$ cat src/rtl/pc_sequencer.sv
// PC sequencer: generates the fetch address each cycle from redirect, call,
// return, stall or sequential stepping, with a circular return-address stack
// and a PC limit that folds out-of-range targets back to the reset vector.
module pc_sequencer #(
  parameter int unsigned      WIDTH        = 32,
  parameter logic [WIDTH-1:0] RESET_VECTOR = '0,
  parameter logic [WIDTH-1:0] PC_LIMIT     = WIDTH'(100),
  parameter logic [WIDTH-1:0] STEP         = WIDTH'(4),
  parameter int unsigned      RAS_DEPTH    = 4
) (
  input  logic             Clock,
  input  logic             Reset_n,
  input  logic             Stall,
  input  logic             Redirect,
  input  logic [WIDTH-1:0] RedirectPC,
  input  logic             Call,
  input  logic [WIDTH-1:0] CallPC,
  input  logic             Return,
  output logic [WIDTH-1:0] PC,
  output logic             WrapPulse,
  output logic             RasEmpty,
  output logic             RasFull,
  output logic             RasOverflow,
  output logic             RasUnderflow
);

  localparam int unsigned      PTR_W     = (RAS_DEPTH > 1) ? $clog2(RAS_DEPTH) : 1;
  localparam int unsigned      CNT_W     = PTR_W + 1;
  localparam logic [CNT_W-1:0] DEPTH_CNT = CNT_W'(RAS_DEPTH);

  typedef enum logic [2:0] {
    ACT_REDIRECT,
    ACT_RETURN,
    ACT_CALL,
    ACT_HOLD,
    ACT_SEQ
  } action_t;

  logic [WIDTH-1:0] rasMem [RAS_DEPTH];
  logic [PTR_W-1:0] wrPtr;
  logic [PTR_W-1:0] wrPtrNext;
  logic [PTR_W-1:0] topPtr;
  logic [CNT_W-1:0] rasCount;
  logic [CNT_W-1:0] countNext;
  logic [WIDTH-1:0] seqPC;
  logic [WIDTH-1:0] candPC;
  logic [WIDTH-1:0] pcNext;
  logic             pushEn;
  logic             popEn;
  logic             checkLimit;
  logic             wrapNext;
  logic             overflowSet;
  logic             underflowSet;
  logic             rasEmptyNow;
  logic             rasFullNow;
  action_t          action;

  // Pick the single winning action by priority, form the candidate PC,
  // fold it to the reset vector when past the limit, and plan the RAS update.
  always_comb begin
    seqPC        = PC + STEP;
    topPtr       = wrPtr - PTR_W'(1);
    rasEmptyNow  = (rasCount == '0);
    rasFullNow   = (rasCount == DEPTH_CNT);
    action       = ACT_SEQ;
    candPC       = seqPC;
    pushEn       = 1'b0;
    popEn        = 1'b0;
    checkLimit   = 1'b1;
    overflowSet  = 1'b0;
    underflowSet = 1'b0;
    wrPtrNext    = wrPtr;
    countNext    = rasCount;

    if (Redirect)        action = ACT_REDIRECT;
    else if (Stall)      action = ACT_HOLD;
    else if (Return)     action = ACT_RETURN;
    else if (Call)       action = ACT_CALL;

    case (action)
      ACT_REDIRECT: candPC = RedirectPC;
      ACT_RETURN: begin
        if (rasEmptyNow) begin
          candPC       = RESET_VECTOR;
          underflowSet = 1'b1;
        end else begin
          candPC = rasMem[topPtr];
          popEn  = 1'b1;
        end
      end
      ACT_CALL: begin
        candPC      = CallPC;
        pushEn      = 1'b1;
        overflowSet = rasFullNow;
      end
      ACT_HOLD: begin
        candPC     = PC;
        checkLimit = 1'b0;
      end
      default: candPC = seqPC;
    endcase

    wrapNext = checkLimit && (candPC > PC_LIMIT);
    pcNext   = wrapNext ? RESET_VECTOR : candPC;

    if (pushEn) begin
      wrPtrNext = wrPtr + PTR_W'(1);
      countNext = rasFullNow ? rasCount : rasCount + CNT_W'(1);
    end else if (popEn) begin
      wrPtrNext = topPtr;
      countNext = rasCount - CNT_W'(1);
    end
  end

  // PC, stack bookkeeping and status flags; the error flags are sticky until reset.
  always_ff @(posedge Clock or negedge Reset_n) begin
    if (!Reset_n) begin
      PC           <= RESET_VECTOR;
      wrPtr        <= '0;
      rasCount     <= '0;
      RasEmpty     <= 1'b1;
      RasFull      <= 1'b0;
      RasOverflow  <= 1'b0;
      RasUnderflow <= 1'b0;
      WrapPulse    <= 1'b0;
    end else begin
      PC        <= pcNext;
      wrPtr     <= wrPtrNext;
      rasCount  <= countNext;
      RasEmpty  <= (countNext == '0);
      RasFull   <= (countNext == DEPTH_CNT);
      WrapPulse <= wrapNext;
      if (overflowSet)  RasOverflow  <= 1'b1;
      if (underflowSet) RasUnderflow <= 1'b1;
    end
  end

  // Return-address storage; a push writes the unchecked PC+STEP at the write
  // pointer, which on a full stack lands on the oldest entry.
  always_ff @(posedge Clock or negedge Reset_n) begin
    if (!Reset_n) begin
      for (int i = 0; i < RAS_DEPTH; i++) rasMem[i] <= '0;
    end else if (pushEn) begin
      rasMem[wrPtr] <= seqPC;
    end
  end

endmodule

$ cat config.mk
export PLATFORM = sky130hd
export DESIGN_NAME = pc_sequencer
export DESIGN_NICKNAME = d
export VERILOG_FILES = /design/src/rtl/pc_sequencer.sv
export SDC_FILE = /design/constraint.sdc
export NUM_CORES = 1
export LEC_CHECK = 0
export ABC_AREA = 1
export CAP_MARGIN = 20
export CORE_ASPECT_RATIO = 1.5
export CORE_UTILIZATION = 40
export DETAILED_ROUTE_END_ITERATION = 10
export DONT_BUFFER_PORTS = 1
export GPL_ROUTABILITY_DRIVEN = 1
export PLACE_DENSITY = 0.63
export SLEW_MARGIN = 20
export SYNTH_ARGS = -nofsm -noshare
export SYNTH_HDL_FRONTEND = slang
export SYNTH_SLANG_ARGS = --single-unit
$ cat constraint.sdc
create_clock -name Clock -period 3.22 [get_ports Clock]
set_clock_uncertainty 0.1 [all_clocks]
set_input_delay 0.483 -clock Clock [delete_from_list [all_inputs] [get_ports Clock]]
set_output_delay 0.483 -clock Clock [all_outputs]
set_load 0.01 [all_outputs]
---- Yosys cells after proc, flatten, opt, wreduce, memory -nomap -nowiden ----
Index checks and enable logic that the tools add are counted.
operators by class
  add/subtract/negate cells ............... 5
  order comparisons ....................... 4
  eq/ne operators ......................... 5
  mux-type cells .......................... 25
  bitwise operators ....................... 2
  reductions and logical operators ........ 6
operators with widths
  operator                                                                           number
  32-bit 2-to-1 mux                                                                  5
  128-bit bitwise mux                                                                1
  32-bit one-hot mux with 4 select lines                                             1
  32-bit binary-select mux with 2-bit select                                         1
  32-bit demux with 2-bit select                                                     1
  32-bit by 3-bit adder with 32-bit output (second input constant)                   1
  32-bit by 7-bit greater-than comparator with 1-bit output (second input constant)  1
  3-bit 2-to-1 mux                                                                   7
  3-bit logical NOT                                                                  3
  1-bit 2-to-1 mux                                                                   7
  3-bit by 2-bit == test with 1-bit output (second input constant)                   2
  3-bit == test (second input constant)                                              2
  3-bit greater-or-equal comparator (second input constant)                          2
  2-bit inverter with 3-bit output                                                   2
  2-bit 2-to-1 mux                                                                   2
  3-bit by 1-bit adder with 3-bit output (second input constant)                     1
  3-bit by 1-bit == test with 1-bit output (second input constant)                   1
  3-bit by 1-bit less-than comparator with 1-bit output (second input constant)      1
  3-bit by 1-bit subtractor with 3-bit output (second input constant)                1
  2-bit by 1-bit adder with 2-bit output (second input constant)                     1
  1-bit logical AND                                                                  2
  2-bit nonzero test                                                                 1
  2-bit by 1-bit subtractor with 2-bit output (second input constant)                1
word-level totals
  flip-flop bits (word level) ............. 170

---- Logic depth before layout (Yosys ltp) ----
  depth in word-level cells ............... 10
  mapped depth ............................ 18

---- Worst setup path after synthesis ----
OpenSTA, ideal clock, no wires.
  kind .................................... register -> register
  start point ............................. register wrPtr[0]
  end point ............................... register PC[0]
  library setup time ...................... 77 ps
  arrival time ............................ 2508 ps
  slack ................................... 534 ps
  stages on the path, launching flop included .. 19
  clock period less this slack ............ 2686 ps
  path through ............................ dfrtp_1 -> buf_2 -> inv_2 -> clkbuf_1 -> ha_1 -> inv_2 -> clkbuf_1 -> nor2_1 -> o21ai_1 -> o21ai_0 -> nand2_1 -> nand2_1 -> nor2_1 -> nand2_1 -> nor2_1 -> nand3_1 -> nor2_2 -> nand3_2 -> a21oi_1
on the way
  longest elaborated chain between the ends .. 10
ends and longest elaborated chain
  what                                                       RTL line  source
  start, declared                                            40        logic [PTR_W-1:0] wrPtr;
  start signal, assigned                                     128       wrPtr <= wrPtrNext;
  2-bit by 1-bit subtractor with 2-bit output *              62        topPtr = wrPtr - PTR_W'(1);
  via topPtr[0]                                              42        logic [PTR_W-1:0] topPtr;
  2-bit inverter with 3-bit output (implied by the code) *   87        candPC = rasMem[topPtr];
  32-bit binary-select mux with 2-bit select *               87
  32-bit 2-to-1 mux (implied by the code) * (2 in series)    87
  32-bit 2-to-1 mux *                                        83        if (rasEmptyNow) begin
  32-bit one-hot mux with 4 select lines *                   80        case (action)
  32-bit by 7-bit greater-than comparator with 1-bit output  103       wrapNext = checkLimit && (candPC > PC_LIMIT);
  1-bit logical AND                                          103
  32-bit 2-to-1 mux *                                        104       pcNext = wrapNext ? RESET_VECTOR : candPC;
  via pcNext[0]                                              47        logic [WIDTH-1:0] pcNext;
  end signal, assigned                                       127       PC <= pcNext;
  end, declared                                              19        output logic [WIDTH-1:0] PC,
The timed path passes the listed nets; every way through them passes the cells marked *. The select of a mux whose other input is x is not followed.
A chain may end at the register's enable or synchronous reset.

---- Worst setup path after layout ----
  start point ............................. register PC[3]
  end point ............................... register PC[5]
on the way
  longest elaborated chain between the ends .. 5
ends and longest elaborated chain
  what                                                       RTL line  source
  32-bit by 3-bit adder with 32-bit output                   61        seqPC = PC + STEP;
  32-bit one-hot mux with 4 select lines *                   80
  32-bit by 7-bit greater-than comparator with 1-bit output  103
  1-bit logical AND                                          103
  32-bit 2-to-1 mux *                                        104
  via pcNext[5]                                              47
The timed path passes the listed nets; every way through them passes the cells marked *.

==> results.toml <==
[synth]
synth_cell_types = 39
ys_seq_elements = 170
synth_seq_area_share_pct = 45.1
yosys.cell_count.top_type = "nand2_1"
ys.flop_type = "dfrtp_1"
yosysTopAreaCellShare_pct = 44.8
synth_edf_count = 0
netlist_instances = 1359
ys_warn_count = 0
synth_top_area_cell = "dfrtp_1"
postSynthAreaPerCell_sq_um = 6.95
synth_common_cells = "nand2_1, o21ai_0, dfrtp_1"
async_flop_share_pct = 100
synth_area_leaders = "dfrtp_1, nand2_1, o21ai_0, nor2_1, inv_1"
synth_nets = 1437
netlist_area_sq_um = 9440

[setup_path]
start_kind = "flip-flop"
cp-end-kind = "flip-flop"
cp.required_ns = 3.47
cp_slowest_stage_delay_ns = 0.52
path_max_fanout = 7
crit_path_top_delay_cell = "dfrtp_1"
path_class = "reg -> reg"
r2r_cells = 11
cpMostUsedCell = "nand2_1"
cp.arrival_ns = 3.13
path_cells = "ha_1, inv_1, nor2_2, nand3_1, nor3_1, xor2_1, nand2_1, nand2_1, nor2_1, nand3_2, a21oi_1"

[global_routing]
grt_pass1_vias = 8485
grtUsageTotal_pct = 26.6
grt_overflow = 0
grt_antenna_before_repair = 1
grt_pass1_wl_um = 48300
grt_max_degree = 171

[sta]
setup_viol = 0
worstMarginPinSlew_ns = 0.880
finalMaxSlewViolations = 0
post-route-period-util_pct = 89.4
fmax_mhz = 347
min_period_ns = 2.88
hold_slack_ns = -0.357
hold_viol_final = 170
fin_tns_setup_ns = 0
timing.slew.headroom_pct = 41.0
rsz0062_at_grt = "false"

[clocking]
cts_made_buffers = 17
clk_pin_slew_ns = 0.07
clkLatencyLatePin_ns = 0.43
post_cts_buffers = 0
post_cts_resized = 0
cts_tree = "done"
cts.sinks = 170
cts_root_buf = "clkbuf_16"
htreeDepth = 4
clk_path_buf_depth = 2

[status]
failed_checks = "hold timing"
outcome = "finished with violations"

[cells_and_area]
stdcell_area_sq_um = 10300
nets = 1420
fillCellCount = 2416
final_core_util_pct = 44.8
area_growth_syn_to_layout_pct = 9.29
multi_input_area_sq_um = 4460
drive_gt1_share_pct = 6.64
final-seq-area_sq_um = 4260

[floorplanning]
design.die.area_sq_um = 24200
die_y_um = 190
die_width_um = 127
core.rowCount = 68
io_pins = 107
initial_core_util_pct = 40.9
design.core.area_sq_um = 23100

[power_and_ir_drop]
p_leak_uw = 0.00493
p_per_area_nw_per_um2 = 657
peakVddDrop_uv = 410

[route]
drt_iter0_markers = 661
drt_pre_antenna_iters = 5
drc = 0
drtAntennaViolNets = 0
wire_per_inst_um = 18.5
vias_per_cell = 5.30
vias = 8860
wirelength_um = 30900

[placement]
hpwl_um = 22100
gp_congestion = 0.973
port_buffers = 0
place_area_sq_um = 9790

[run]
maxCapViolCount = 0

[min_path]
hold_path_class = "in -> async"
==> layer usage <==
layer | share of wire (%) | global-route usage (%) | wire (um)
met4 | 4.3 | 12.8 | 1320
met3 | 6.3 | 4.44 | 1930
met5 | 0 | 0 | 0
met2 | 49 | 45.6 | 15100
met1 | 41 | 32.3 | 12600
==> cell usage in the layout (no fill, tap or decap), types with 4 or more instances in the layout <==
cell type  Yosys  final
a21oi_1       28     28
dfrtp_1      169    168
o22ai_1        7      7
ha_1           8      8
nor2_2         8      8
o211ai_1       8      8
nand3_1       52     52
inv_2          6      6
nor3_1         4      4
nor2_1       159    159
nand2_1      502    502
o21ai_0      175    175
inv_1        109    109
nand2_2        7      7
and2_1         4      4
xor2_1         6      6
clkbuf_16      0     17
o21ai_1        6      6
buf_4          2     24
nand4_1       11     11
nor2_4         4      4
==> state kept, by name (all words and copies together) (netlist names) <==
| signal | flops |
|---|---|
| RasUnderflow | 1 |
| WrapPulse | 1 |
| RasEmpty | 1 |
| RasOverflow | 1 |
| wrPtr | 2 |
| rasCount | 3 |
| RasFull | 1 |
| rasMem | 128 |
| PC | 32 |
==> path summary, 6_finish.rpt <==
path	from	end	slack (ns)
setup / recovery	PC[3]$_DFF_PN0_	PC[5]$_DFF_PN0_	0.34
hold / removal	Reset_n	PC[13]$_DFF_PN0_	-0.36
setup reg to reg	PC[3]$_DFF_PN0_	PC[5]$_DFF_PN0_	0.34
hold reg to reg	rasMem[86]$_DFFE_PN0P_	rasMem[86]$_DFFE_PN0P_	0.38
max in group asynchronous	Reset_n	rasMem[40]$_DFFE_PN0P_	2.88
min in group Clock	Redirect	PC[7]$_DFF_PN0_	0.16
==> through the flow <==
step	setup slack, ns	total power, uW	cells
6_report	0.342	6780	1671
5_1_grt	0.161	7190	1670
4_1_cts	0.350	6790	1670
3_5_place_dp	0.380	4890	1638
3_3_place_gp	0.414	4860	1638
2_1_floorplan	0.534	4230	1359
==> worst max-delay path, delay by kind of cell, from the launching register on <==
family | cells | cell delay, ns
xor+xnor | 1 | 0.21
simple gates | 7 | 1.47
compound gates | 1 | 0.20
flops | 1 | 0.52
buf+inv | 1 | 0.06
fa+ha+maj | 1 | 0.24
==> kinds of logic after synthesis <==
logic type,Yosys count,share of synthesized area [%]
adders and majority gates,8,1.06
xor gates and xnor gates,7,0.649
and+or+nand+nor,759,32.4
DFF,170,45.1
AOI/OAI and AO/OA,235,13.1
buffers and inverters,180,7.73
==> cell type report <==
type / count / area share (%)
antenna: 1 / 0.0243
tap: 315 / 3.82
clock buffer: 20 / 4.23
timing repair buffer: 27 / 2.33
multi-input combinational: 1009 / 43.2
sequential: 170 / 41.3
inverter: 117 / 4.26
clock inverter: 12 / 0.897
==> where the power goes <==
part	total, uW	internal (uW)	leakage [uW]	switching, uW
Clock	1900	996	0.000253	909
Combinational	2260	741	0.00242	1520
Sequential	2610	2460	0.00226	151
Total	6780	4190	0.00493	2580
No activity file was read; power rests on OpenSTA's default activity.
